## src/rtl/spi_cfg_master.sv

```systemverilog
// SPI mode-0 configuration master: streams MSB-first words in CS-framed bursts.
// Define SPI_CFG_CRC_EN to append a CRC-8 (poly 0x07) byte after the last word of each burst.
`timescale 1ns/1ps
module spi_cfg_master #(
  parameter int DATA_WIDTH = 16,
  parameter int CLK_DIV    = 4
) (
  input  logic                  sys_clk,
  input  logic                  sys_rst_n,
  input  logic [DATA_WIDTH-1:0] tx_data,
  input  logic                  tx_valid,
  input  logic                  tx_last,
  output logic                  tx_ready,
  output logic                  SCK,
  output logic                  CS,
  output logic                  MOSI,
  output logic                  busy,
  output logic                  done
);

  localparam int DIV_W = $clog2(CLK_DIV + 1);
  localparam int BIT_W = $clog2(DATA_WIDTH + 1);
  localparam logic [DIV_W-1:0] DIV_LAST  = DIV_W'(CLK_DIV - 1);
  localparam logic [BIT_W-1:0] WORD_BITS = BIT_W'(DATA_WIDTH);
`ifdef SPI_CFG_CRC_EN
  localparam logic [BIT_W-1:0] LAST_BIT = BIT_W'(DATA_WIDTH - 1);
  localparam logic [BIT_W-1:0] CRC_LEN  = BIT_W'(8);
`endif

  typedef enum logic [2:0] {
    IDLE, SETUP, SHIFT, WAIT_NEXT, HOLD
`ifdef SPI_CFG_CRC_EN
    , CRC
`endif
  } state_t;

  state_t                state_q, state_d;
  logic [DIV_W-1:0]      div_q, div_d;
  logic [BIT_W-1:0]      bit_q, bit_d;
  logic [DATA_WIDTH-1:0] shift_q, shift_d;
  logic                  sck_q, sck_d;
  logic                  cs_q, cs_d;
  logic                  mosi_q, mosi_d;
  logic                  busy_q, busy_d;
  logic                  done_q, done_d;
  logic                  last_q, last_d;
`ifdef SPI_CFG_CRC_EN
  logic [7:0]            crc_q, crc_d, crc_upd;
`endif

  logic div_term, timed, shifting, bits_done;

  always_comb begin
    div_term = (div_q == DIV_LAST);
    timed    = (state_q != IDLE) && (state_q != WAIT_NEXT);
`ifdef SPI_CFG_CRC_EN
    shifting  = (state_q == SHIFT) || (state_q == CRC);
    bits_done = (state_q == CRC) ? (bit_q == CRC_LEN) : (bit_q == WORD_BITS);
    // MOSI at a falling edge is exactly the bit the slave sampled on the preceding rise.
    crc_upd   = {crc_q[6:0], 1'b0} ^ ((crc_q[7] ^ mosi_q) ? 8'h07 : 8'h00);
`else
    shifting  = (state_q == SHIFT);
    bits_done = (bit_q == WORD_BITS);
`endif
  end

  always_ff @(posedge sys_clk) begin
    if (!sys_rst_n) begin
      state_q <= IDLE;
      div_q   <= '0;
      bit_q   <= '0;
      shift_q <= '0;
      sck_q   <= 1'b0;
      cs_q    <= 1'b1;
      mosi_q  <= 1'b0;
      busy_q  <= 1'b0;
      done_q  <= 1'b0;
      last_q  <= 1'b0;
`ifdef SPI_CFG_CRC_EN
      crc_q   <= '0;
`endif
    end else begin
      state_q <= state_d;
      div_q   <= div_d;
      bit_q   <= bit_d;
      shift_q <= shift_d;
      sck_q   <= sck_d;
      cs_q    <= cs_d;
      mosi_q  <= mosi_d;
      busy_q  <= busy_d;
      done_q  <= done_d;
      last_q  <= last_d;
`ifdef SPI_CFG_CRC_EN
      crc_q   <= crc_d;
`endif
    end
  end

  // The low half-period after the final falling edge stays in SHIFT, giving (2*N+2)*CLK_DIV CS-low.
  always_comb begin
    state_d = state_q;
    case (state_q)
      IDLE, WAIT_NEXT: if (tx_valid) state_d = SETUP;
      SETUP:           if (div_term) state_d = SHIFT;
      SHIFT: begin
        if (div_term && !sck_q && bits_done) state_d = last_q ? HOLD : WAIT_NEXT;
`ifdef SPI_CFG_CRC_EN
        if (div_term && sck_q && last_q && (bit_q == LAST_BIT)) state_d = CRC;
`endif
      end
`ifdef SPI_CFG_CRC_EN
      CRC:             if (div_term && !sck_q && bits_done) state_d = HOLD;
`endif
      HOLD:            if (div_term) state_d = IDLE;
      default:         state_d = IDLE;
    endcase
  end

  always_comb begin
    div_d   = (timed && !div_term) ? div_q + 1'b1 : '0;
    bit_d   = bit_q;
    shift_d = shift_q;
    sck_d   = sck_q;
    cs_d    = cs_q;
    mosi_d  = mosi_q;
    busy_d  = busy_q;
    done_d  = 1'b0;
    last_d  = last_q;
`ifdef SPI_CFG_CRC_EN
    crc_d   = crc_q;
`endif
    case (state_q)
      IDLE, WAIT_NEXT: begin
        if (tx_valid) begin
          cs_d    = 1'b0;
          busy_d  = 1'b1;
          mosi_d  = tx_data[DATA_WIDTH-1];
          shift_d = {tx_data[DATA_WIDTH-2:0], 1'b0};
          last_d  = tx_last;
          bit_d   = '0;
`ifdef SPI_CFG_CRC_EN
          if (state_q == IDLE) crc_d = '0;
`endif
        end
      end
      SETUP: if (div_term) sck_d = 1'b1;
      HOLD: begin
        if (div_term) begin
          cs_d   = 1'b1;
          busy_d = 1'b0;
          done_d = 1'b1;
          mosi_d = 1'b0;
        end
      end
      default: begin
        if (shifting && div_term) begin
          if (sck_q) begin
            sck_d   = 1'b0;
            bit_d   = bit_q + 1'b1;
            mosi_d  = shift_q[DATA_WIDTH-1];
            shift_d = {shift_q[DATA_WIDTH-2:0], 1'b0};
`ifdef SPI_CFG_CRC_EN
            if (state_q == SHIFT) begin
              crc_d = crc_upd;
              if (last_q && (bit_q == LAST_BIT)) begin
                mosi_d  = crc_upd[7];
                shift_d = {crc_upd[6:0], {(DATA_WIDTH-7){1'b0}}};
                bit_d   = '0;
              end
            end
`endif
          end else if (!bits_done) begin
            sck_d = 1'b1;
          end
        end
      end
    endcase
    tx_ready = (state_q == IDLE) || (state_q == WAIT_NEXT);
  end

  assign SCK  = sck_q;
  assign CS   = cs_q;
  assign MOSI = mosi_q;
  assign busy = busy_q;
  assign done = done_q;

endmodule

```

## config.mk

```make
export PLATFORM = sky130hd
export DESIGN_NAME = spi_cfg_master
export DESIGN_NICKNAME = d
export VERILOG_FILES = /design/src/rtl/spi_cfg_master.sv
export SDC_FILE = /design/constraint.sdc
export NUM_CORES = 1
export LEC_CHECK = 0
export BUFFER_PORTS_ARGS = -buffer_cell sky130_fd_sc_hd__buf_2
export CORE_ASPECT_RATIO = 1.25
export CORE_MARGIN = 3
export CORE_UTILIZATION = 37
export CTS_BUF_LIST = sky130_fd_sc_hd__clkbuf_8
export CTS_CLUSTER_DIAMETER = 60
export DETAILED_ROUTE_END_ITERATION = 10
export PLACE_DENSITY = 0.56
export SLEW_MARGIN = 25
export SYNTH_ARGS = -nofsm -noshare
export SYNTH_HDL_FRONTEND = slang
export SYNTH_SLANG_ARGS = --single-unit
```

## constraint.sdc

```tcl
create_clock -name sys_clk -period 3.4 [get_ports sys_clk]
set_input_delay 0.68 -clock sys_clk [delete_from_list [all_inputs] [get_ports sys_clk]]
set_output_delay 0.68 -clock sys_clk [all_outputs]
set_load 0.005 [all_outputs]
```

==> results of run 1 <==
-- final timing paths --
kind | startpoint | endpoint | cells past startpoint
worst max-delay path | state_q[1] | tx_ready | 4
worst min-delay path | div_q[0] | div_q[0] | 1
worst max register to register | state_q[1] | shift_q[8] | 4
worst min register to register | div_q[0] | div_q[0] | 1
-- per-stage QoR --
step / cell area [µm²] / total power (µW)
6_report: 1840 / 1380
5_1_grt: 1840 / 1490
4_1_cts: 1840 / 1400
3_5_place_dp: 1760 / 1130
3_3_place_gp: 1760 / 1110
2_1_floorplan: 1610 / 1010
-- cell families (layout without fill, tap and decap cells) --
| logic type | count (synthesis) | in the layout | share of synthesized area (%) |
|---|---|---|---|
| fa+ha+maj | 4 | 4 | 3.10 |
| xor+xnor | 2 | 2 | 1.09 |
| compound gates | 51 | 51 | 22.0 |
| flops | 32 | 32 | 39.7 |
| buf+inv | 22 | 45 | 6.83 |
| mux | 17 | 17 | 10.6 |
| simple gates | 46 | 46 | 16.7 |
-- state kept, by name, summed over array words and instances, names as in the netlist --
register	count
bit_q	5
div_q	3
done	1
busy	1
SCK	1
MOSI	1
shift_q	15
CS	1
state_q	3
last_q	1
-- power groups by stage --
stage | registers (µW) | logic (µW) | clock network (µW)
after floorplan | 523 | 491 | 0
after global placement | 555 | 554 | 0
after detailed placement | 561 | 568 | 0
after CTS | 552 | 573 | 276
after global routing | 567 | 633 | 293
final | 553 | 567 | 262
-- cell usage after synthesis (2+ instances only) --
cell,count
o31ai_1,16
or2_2,2
clkbuf_1,3
nor3_2,2
a21oi_1,18
mux2i_1,17
buf_2,4
dfxtp_1,32
inv_1,9
o2111ai_1,4
ha_1,4
buf_4,4
nor2_1,4
nand2_1,15
nor4_1,2
nand3_1,8
and3_1,3
o22ai_1,3
o21ai_0,2
-- worst max-delay path, cell delays in order (launching register included) --
cell and delay [ns]:
dfxtp_1 0.59, xor2_1 0.40, nor2_4 0.03, buf_4 0.23
buf_2 0.16
-- metal layers --
metal | global-route usage (%) | routed length, µm | up-vias
li1 | - | - | 691
met2 | 26.6 | 1840 | 32
met1 | 17.9 | 1610 | 652
met4 | 6.43 | 67 | 0
met3 | 3.66 | 160 | 7
met5 | 0 | 0 | -
-- final cells by class --
type	instances	area (µm²)	share of cell area (%)
sequential	32	641	34.9
timing repair buffer	28	148	8.04
clock inverter	2	8.76	0.477
clock buffer	5	68.8	3.75
multi-input combinational	120	862	47.0
inverter	10	37.5	2.04
tap	56	70.1	3.82
==> results.md, run 1 <==
* Synth unique cells at 41
* Max Buffers Root-to-Sink at 2
* Vias in the first global route at approximately 1.4k
* Detailed Route Iter0 Violations at 75
* Largest net degree at the start of global routing at 27
* Unrepaired setup endpoints after global routing: false
* Core area at just over 4000 µm²
* Placed Cells at 246
* ANT nets after route at 0
* R2R Setup Slk at roughly 1.5 ns
* Width of the die at between 60 and 70 µm
* Tmin final at about 2.4 ns
* IO Pins at 26
* Initial Utilization at 39.0%
* Yosys warning total at 0
* Relative slew slack at 68.1%
* Drt total wl at ~3700 µm
* Avg Inst Size Synth at 9.27 µm²
* Global-route wire length before repair at ~6300 µm
* Max-Cap Viols at 0
* Pint at between 800 and 900 µW
* Drt drc at 0
* Clk Latency, worst-skew pair at ~0.27 ns
* Post-CTS sizing at 0
* Final setup fails at 0
* GRT overflow at 0
* Setup slack after layout at between 1 and 1.5 ns
* Share of cells above drive strength 1 at between 20% and 30%
* Tcrit/Tclk final at a little over two thirds
* Die ar. at a little over 5000 µm²
* Total Neg Setup Slack at 0 ns
* Outcome: finished, final reports clean
* Ys async rst share at 0%
* Number of synthesized flops with an enable pin at 0
* Peak Freq at about 0.42 GHz
* Fin. Hold Viols at 0
* 1st-pass router iterations at 4
* Register area share after synthesis at 39.7%
* PortBufs at 25
* CTS tree: built
* Yosys top cell area share at between 30% and 40%
* Post-CTS Setup Repair Bufs at 0
* P_sw at about 520 µW
* DR vias/cell at ~5.5
* Arr. time, crit path at 1.69 ns
* Syn-to-layout area delta at 13.8%
* HP Class: register to register
* Cells after Synth at about 170
* GR Util All Layers at between 10% and 20%
* Final Max Slew Viols at 0
* Drt wl/cell at approximately 15 µm
* # rows at 26
* Fin nets at roughly 220
* DP HPWL at around 2600 µm
* Synth area leader: dfxtp_1
* Seq pwr share at 40.0%
* Final non-filler cell total at 253
* CP Launch Type: register
* Core Util, Final at 44.4%
* Crit Path Max Fanout at 19
* Sw frac at between 30 and 40%
* Vias at approximately 1.4k
* CTS Buf Count at 5
* Clk slew on worst S/H paths at 0.06 ns
* GP Congestion at 0.838
* Worst VDD drop at approximately 380 µV
* P per Cell Area at approximately 750 nW/µm²
* Fill cell count at 441
* Setup Skew at ~0.003 ns
* Combinational share of power at between 40 and 50%
* Clock Sink Count at 32
* Hold buffers post-CTS at 0
* Worst slack at placement at roughly 1.3 ns
* Ys flop type: dfxtp_1
* Clock network power share at between 10% and 20%
* Fin Hold WS at ~0.43 ns
* Syn_nets at between 150 and 200
* H-tree levels at 2
* Data required, critical path at around 2.7 ns
* FF+latch count, synth at 32
* Chip Height at approximately 80 µm
* Area contributors post-synth: dfxtp_1 (40%), mux2i_1 (11%), o31ai_1 (7.4%)
* Initial antenna violation count at 0
* Root buffer cell: clkbuf_8
* Most common cell after layout, fill and taps aside: dfxtp_1
* Leak at about 0.0008 µW
* Synthesized cell area at ~1600 µm²
* Crit Path Class: register to output pin
* # diodes at 0
* Worst Setup End Kind: output pin
* Worst Max-Slew Pin Slew at between 0.4 and 0.5 ns
* Leading cell types in the layout, fill and taps excluded: dfxtp_1 (32), buf_2 (25), a21oi_1 (18), mux2i_1 (17), o31ai_1 (16)
No activity file was read; power rests on OpenSTA's default activity.
==> run 2: changes to the inputs <==
--- a/config.mk
+++ b/config.mk
@@ -5,6 +5,7 @@
 export SDC_FILE = /design/constraint.sdc
 export NUM_CORES = 1
 export LEC_CHECK = 0
+export ABC_AREA = 1
 export BUFFER_PORTS_ARGS = -buffer_cell sky130_fd_sc_hd__buf_2
 export CORE_ASPECT_RATIO = 1.25
 export CORE_MARGIN = 3
@@ -12,7 +13,7 @@
 export CTS_BUF_LIST = sky130_fd_sc_hd__clkbuf_8
 export CTS_CLUSTER_DIAMETER = 60
 export DETAILED_ROUTE_END_ITERATION = 10
-export PLACE_DENSITY = 0.56
+export PLACE_DENSITY = 0.58
 export SLEW_MARGIN = 25
 export SYNTH_ARGS = -nofsm -noshare
 export SYNTH_HDL_FRONTEND = slang
==> constraint.sdc (replaced) <==
create_clock -name sys_clk -period 2 [get_ports sys_clk]
set_input_delay 0.4 -clock sys_clk [delete_from_list [all_inputs] [get_ports sys_clk]]
set_output_delay 0.4 -clock sys_clk [all_outputs]
set_load 0.005 [all_outputs]
==> results.md, run 2 <==
* Setup Skew at between 0.005 and 0.006 ns
* Initial Utilization at about two fifths
* Most common cell after layout, fill and taps aside: nand2_1
* Synthesized cell area at ~1700 µm²
* Slowest library cell on the worst path: dfxtp_1
* Vias at 1591
* Worst-case reg-to-reg path depth at 9
* Ys async rst share at 0%
* Core area at ~4500 µm²
* Tmin final at ~1.9 ns
* Max Buffers Root-to-Sink at 2
* Critical R2R Launch: div_q[0]
* Fill cell count at approximately 530
* Final setup fails at 0
* Data required, critical path at between 1.5 and 2 ns
* IO Pins at 26
* Syn-to-layout area delta at 13.0%
* Peak Freq at between 0.5 and 0.6 GHz
* Vias in the first global route at approximately 1.5k
* Clock Sink Count at 32
* Drt total wl at 3740 µm
* Core Util, Final at a little over two fifths
* CP Launch Type: register
* Fin nets at 300
* PortBufs at 25
* Number of synthesized flops with an enable pin at 0
* Width of the die at 67.1 µm
* Chip Height at 82.4 µm
* Arr. time, crit path at 1.46 ns
* Cell family with most CP delay: buffers and inverters
* Relative slew slack at a little under three quarters
* Largest net degree at the start of global routing at 26
* Total Neg Setup Slack at 0 ns
* Root buffer cell: clkbuf_8
* ANT nets after route at 0
* Area contributors post-synth: dfxtp_1 (37%), nand2_1 (16%), nor2_1 (8.3%)
* Max-Cap Viols at 0
* Worst Max-Slew Pin Slew at roughly 0.43 ns
* Worst slack at placement at 0.284 ns
* Synth area leader: dfxtp_1
* Crit Path Class: register to output pin
* Share of cells above drive strength 1 at between 10% and 20%
* Post-CTS Setup Repair Bufs at 0
* Sequential Area at between 600 and 700 µm²
* Fin. Hold Viols at 0
* Worst r2r dst: shift_q[3]
* Yosys warning total at 0
* Setup slack after layout at about 0.14 ns
* GP Congestion at 0.819
* DP HPWL at about 2700 µm
* Largest register by flop count: shift_q
* Unrepaired setup endpoints after global routing: false
* Worst Setup End Kind: output pin
* Detailed Route Iter0 Violations at 55
* R2R Setup Slk at between 0.2 and 0.3 ns
* H-tree levels at 2
* Multi-input gate area at a little over 900 µm²
* # rows at 27
* Regs by FF count: shift_q (15), bit_q (5)
* Synth unique cells at 25
* Crit path buffers/inverters at 3
* Tcrit/Tclk final at ~93%
* Drt drc at 0
* Global-route wire length before repair at 6700 µm
* Critical-path cell list: inv_2 > nand3_1 > nand2_2 > buf_4 > buf_2
* Cells after Synth at ~250
* FF+latch count, synth at 32
* Yosys top cell area share at 37.1%
* Post-synth top cells: nand2_1 (72), nor2_1 (38), dfxtp_1 (32)
* DR vias/cell at 4.75
* Register area share after synthesis at between 30% and 40%
* 1st-pass router iterations at 4
* Clk slew on worst S/H paths at 0.07 ns
* Ys flop type: dfxtp_1
* # diodes at 0
* Hold Path Sink: shift_q[1]
* Outcome: finished, final reports clean
* Initial antenna violation count at 0
* Cell depth of the worst hold path at 3
* Final non-filler cell total at between 300 and 400
* Leak at 0.000938 µW
* Avg Inst Size Synth at 6.86 µm²
* Hold buffers post-CTS at 0
* Final Max Slew Viols at 0
* Crit-path max cell delay at between 0.3 and 0.4 ns
* GR Util All Layers at roughly 16%
* CTS tree: built
* Crit Path Max Fanout at 18
* CTS Buf Count at 5
* Placed Cells at 327
* Worst VDD drop at between 500 and 600 µV
* Post-CTS sizing at 0
* Clk Latency, worst-skew pair at roughly 0.28 ns
* Cell with the most instances after synthesis: nand2_1
* Drt wl/cell at around 11 µm
* P per Cell Area at 1740 nW/µm²
* HP Class: input port to register
* Syn_nets at 276
* Leading cell types in the layout, fill and taps excluded: nand2_1 (72), nor2_1 (37), dfxtp_1 (32), buf_2 (25), inv_1 (19)
* GRT overflow at 0
* Beginning of the worst hold path: tx_data[0]
* Largest register FFs at 15
* Die ar. at ~5500 µm²
==> run 2: cell count changes after synthesis, sizes merged, moves of 4 or more <==
cell,previous run,this run
nand2,15,78
mux2i,17,0
o21ai,2,16
a21oi,18,27
inv,9,18
nor2,5,39
o31ai,16,0
nand3,9,18
o2111ai,4,0
==> run 2: metal layers <==
layer / global-route usage [%] / share of wire (%) / up-vias
li1: - / - / 850
met1: 18.6 / 47 / 712
met2: 27.7 / 48 / 24
met3: 4.06 / 3.2 / 5
met4: 4.87 / 1.6 / 0
met5: 0 / 0 / -
==> run 2: where the power goes <==
group          switching (µW)  internal (µW)
logic                    1190            669
clock network             237            270
registers                 166            871
==> run 2: worst min-delay path: stages <==
cell	delay, ns
buf_2	0.09
nand3_1	0.07
a21oi_1	0.06
==> run 2: kinds of logic after synthesis <==
kind of cell | share of synthesized area [%]
simple gates | 34.8
compound gates | 15.3
flops | 37.1
buf+inv | 9.41
fa+ha+maj | 2.90
xor+xnor | 0.507
==> run 2: through the flow <==
stage | power [µW] | area (µm²) | hold WS, ns
finish | 3400 | 1950 | 0.388
global route | 3790 | 1950 | 0.406
CTS | 3460 | 1950 | 0.380
detailed placement | 2930 | 1860 | 0.420
global placement | 2930 | 1860 | 0.406
floorplan | 2680 | 1730 | 0.399
==> run 2: worst max-delay path by stage <==
| stage | from | cells after the start | endpoint | slack (ns) |
|---|---|---|---|---|
| final | state_q[2] | 5 | tx_ready | 0.14 |
| after global routing | state_q[0] | 5 | tx_ready | 0.007 |
| after CTS | state_q[0] | 5 | tx_ready | 0.08 |
| after detailed placement | div_q[0] | 9 | shift_q[13] | 0.28 |
| after global placement | div_q[0] | 9 | shift_q[11] | 0.33 |
| after floorplan | div_q[0] | 10 | shift_q[10] | 0.48 |
==> run 2: area by class of cell <==
type | count | share of cell area (%)
Tap cell | 58 | 3.72
Multi-Input combinational cell | 190 | 47.5
Clock inverter | 2 | 0.384
Inverter | 18 | 3.46
Sequential cell | 32 | 32.8
Clock buffer | 6 | 4.23
Timing Repair Buffer | 29 | 7.94
==> run 3: changes to the inputs <==
--- a/config.mk
+++ b/config.mk
@@ -10,7 +10,6 @@
 export CORE_ASPECT_RATIO = 1.25
 export CORE_MARGIN = 3
 export CORE_UTILIZATION = 37
-export CTS_BUF_LIST = sky130_fd_sc_hd__clkbuf_8
 export CTS_CLUSTER_DIAMETER = 60
 export DETAILED_ROUTE_END_ITERATION = 10
 export PLACE_DENSITY = 0.58
==> results.md, run 3 (synthesized netlist as in run 2, its figures left out) <==
* Outcome: finished, final reports clean
* Crit path buffers/inverters at 3
* Share of cells above drive strength 1 at between 10% and 20%
* Worst Setup End Kind: output pin
* Total Neg Setup Slack at 0 ns
* Cell family with most CP delay: buffers and inverters
* Arr. time, crit path at roughly 1.5 ns
* Fin nets at 300
* CP Launch Type: register
* Worst-case reg-to-reg path depth at 9
* GRT overflow at 0
* Sw frac at approximately 46%
* Beginning of the worst hold path: tx_data[0]
* Unrepaired setup endpoints after global routing: false
* Fill cell count at 525
* Relative slew slack at 71.8%
* Worst Max-Slew Pin Slew at 0.424 ns
* Setup slack after layout at 0.144 ns
* Clock Sink Count at 32
* Regs by FF count: shift_q (15), bit_q (5)
* P_sw at ~1600 µW
* Drt total wl at around 3700 µm
* # diodes at 0
* Max-Cap Viols at 0
* Syn-to-layout area delta at 13.0%
* Met1 wire length at 1690 µm
* Detailed Route Iter0 Violations at 55
* IO Pins at 26
* Largest net degree at the start of global routing at 26
* Tcrit/Tclk final at between 90 and 100%
* Origin of the worst setup path: state_q[2]
* HP Class: input port to register
* Clock network power share at between 15 and 20%
* ANT nets after route at 0
* Highest Signal Layer: met4
* Fin. Hold Viols at 0
* DR vias/cell at roughly 4.7
* CTS Buf Count at 5
* Vias at 1573
* GP Congestion at between 0.8 and 0.9
* Met3 wire len at 149 µm
* Seq pwr share at 30.5%
* Worst r2r dst: shift_q[3]
* Clk slew on worst S/H paths at about 0.07 ns
* Hold buffers post-CTS at 0
* Max Buffers Root-to-Sink at 2
* Largest register FFs at 15
* Pint at about 1800 µW
* CTS tree: built
* P per Cell Area at 1740 nW/µm²
* Post-CTS sizing at 0
* Crit-path max cell delay at 0.39 ns
* Root buffer cell: clkbuf_8
* Core area at roughly 4500 µm²
* Initial Utilization at approximately two fifths
* Chip Height at between 80 and 90 µm
* Final Max Slew Viols at 0
* Cell depth of the worst hold path at 3
* Critical-path cell list: inv_2 > nand3_1 > nand2_2 > buf_4 > buf_2
* Width of the die at around 67 µm
* Critical R2R Launch: div_q[0]
* PortBufs at 25
* Slowest library cell on the worst path: dfxtp_1
* Setup Skew at between 0.005 and 0.006 ns
* Post-CTS Setup Repair Bufs at 0
* Drt drc at 0
* Worst slack at placement at between 0.2 and 0.3 ns
* Hold Path Sink: shift_q[1]
* Worst VDD drop at ~600 µV
* 1st-pass router iterations at 4
* Peak Freq at around 0.54 GHz
* R2R Setup Slk at approximately 0.28 ns
* Data required, critical path at between 1.5 and 2 ns
* WL met2 at ~1800 µm
* Initial antenna violation count at 0
* Tmin final at roughly 1.9 ns
* H-tree levels at 2
* DP HPWL at around 2700 µm
* Global-route wire length before repair at about 6700 µm
* # rows at 27
* Leak at 0.000929 µW
* Drt wl/cell at about 11 µm
* Vias in the first global route at between 1.5k and 2k
* Clk Latency, worst-skew pair at 0.28 ns
* Combinational share of power at between 50% and 60%
* Final setup fails at 0
* Die ar. at ~5500 µm²
* Crit Path Max Fanout at 18
* GR Util All Layers at between 15 and 20%
* Largest register by flop count: shift_q
* Crit Path Class: register to output pin
* Most common cell after layout, fill and taps aside: nand2_1
* Leading cell types in the layout, fill and taps excluded: nand2_1 (72), nor2_1 (37), dfxtp_1 (32), buf_2 (25), a21oi_1 (18)
run 3: cell count changes in the layout (fill, tap and decap cells not counted), sizes merged:
cell    before  now
clkbuf       6    8
inv         20   18
run 3: cell type report:
| type | instances | area, µm² | share of cell area, % |
|---|---|---|---|
| clock buffer | 8 | 90.1 | 4.61 |
| inverter | 18 | 67.6 | 3.46 |
| multi-input combinational | 190 | 927 | 47.5 |
| sequential | 32 | 641 | 32.8 |
| tap | 58 | 72.6 | 3.72 |
| timing repair buffer | 29 | 155 | 7.94 |
run 3: how the worst max path moves through the flow:
stage | endpoint | slack (ns) | cells after the start
2_1_floorplan | shift_q[10] | 0.48 | 10
3_3_place_gp | shift_q[11] | 0.33 | 9
3_5_place_dp | shift_q[13] | 0.28 | 9
4_1_cts | tx_ready | 0.08 | 5
5_1_grt | tx_ready | 0.008 | 5
6_report | tx_ready | 0.14 | 5
run 3: tightest hold or removal path, cell delays in order:
cell and delay (ns):
buf_2 0.09, nand3_1 0.07, a21oi_1 0.06
run 3: metal layers:
layer  vias to the layer above  track usage (%)
met3                         5             4.06
met5                         -                0
li1                        851                -
met2                        26             27.7
met4                         0             4.87
met1                       691             18.6
run 3: power by group through the flow:
stage | sequential [µW] | clock (µW) | combinational, µW
2_1_floorplan | 1020 | 0 | 1660
3_3_place_gp | 1040 | 0 | 1880
3_5_place_dp | 1050 | 0 | 1880
4_1_cts | 1040 | 542 | 1890
5_1_grt | 1070 | 569 | 2170
6_report | 1040 | 517 | 1850
run 3: stage by stage:
step           std cells  area (µm²)  hold slack (ns)  util (%)  total power (µW)
3_3_place_gp         327        1860            0.406      41.7              2930
4_1_cts              335        1950            0.380      43.7              3470
3_5_place_dp         327        1860            0.420      41.7              2930
2_1_floorplan        252        1730            0.399         -              2680
6_report             335        1950            0.387      43.8              3400
5_1_grt              335        1950            0.406      43.8              3800
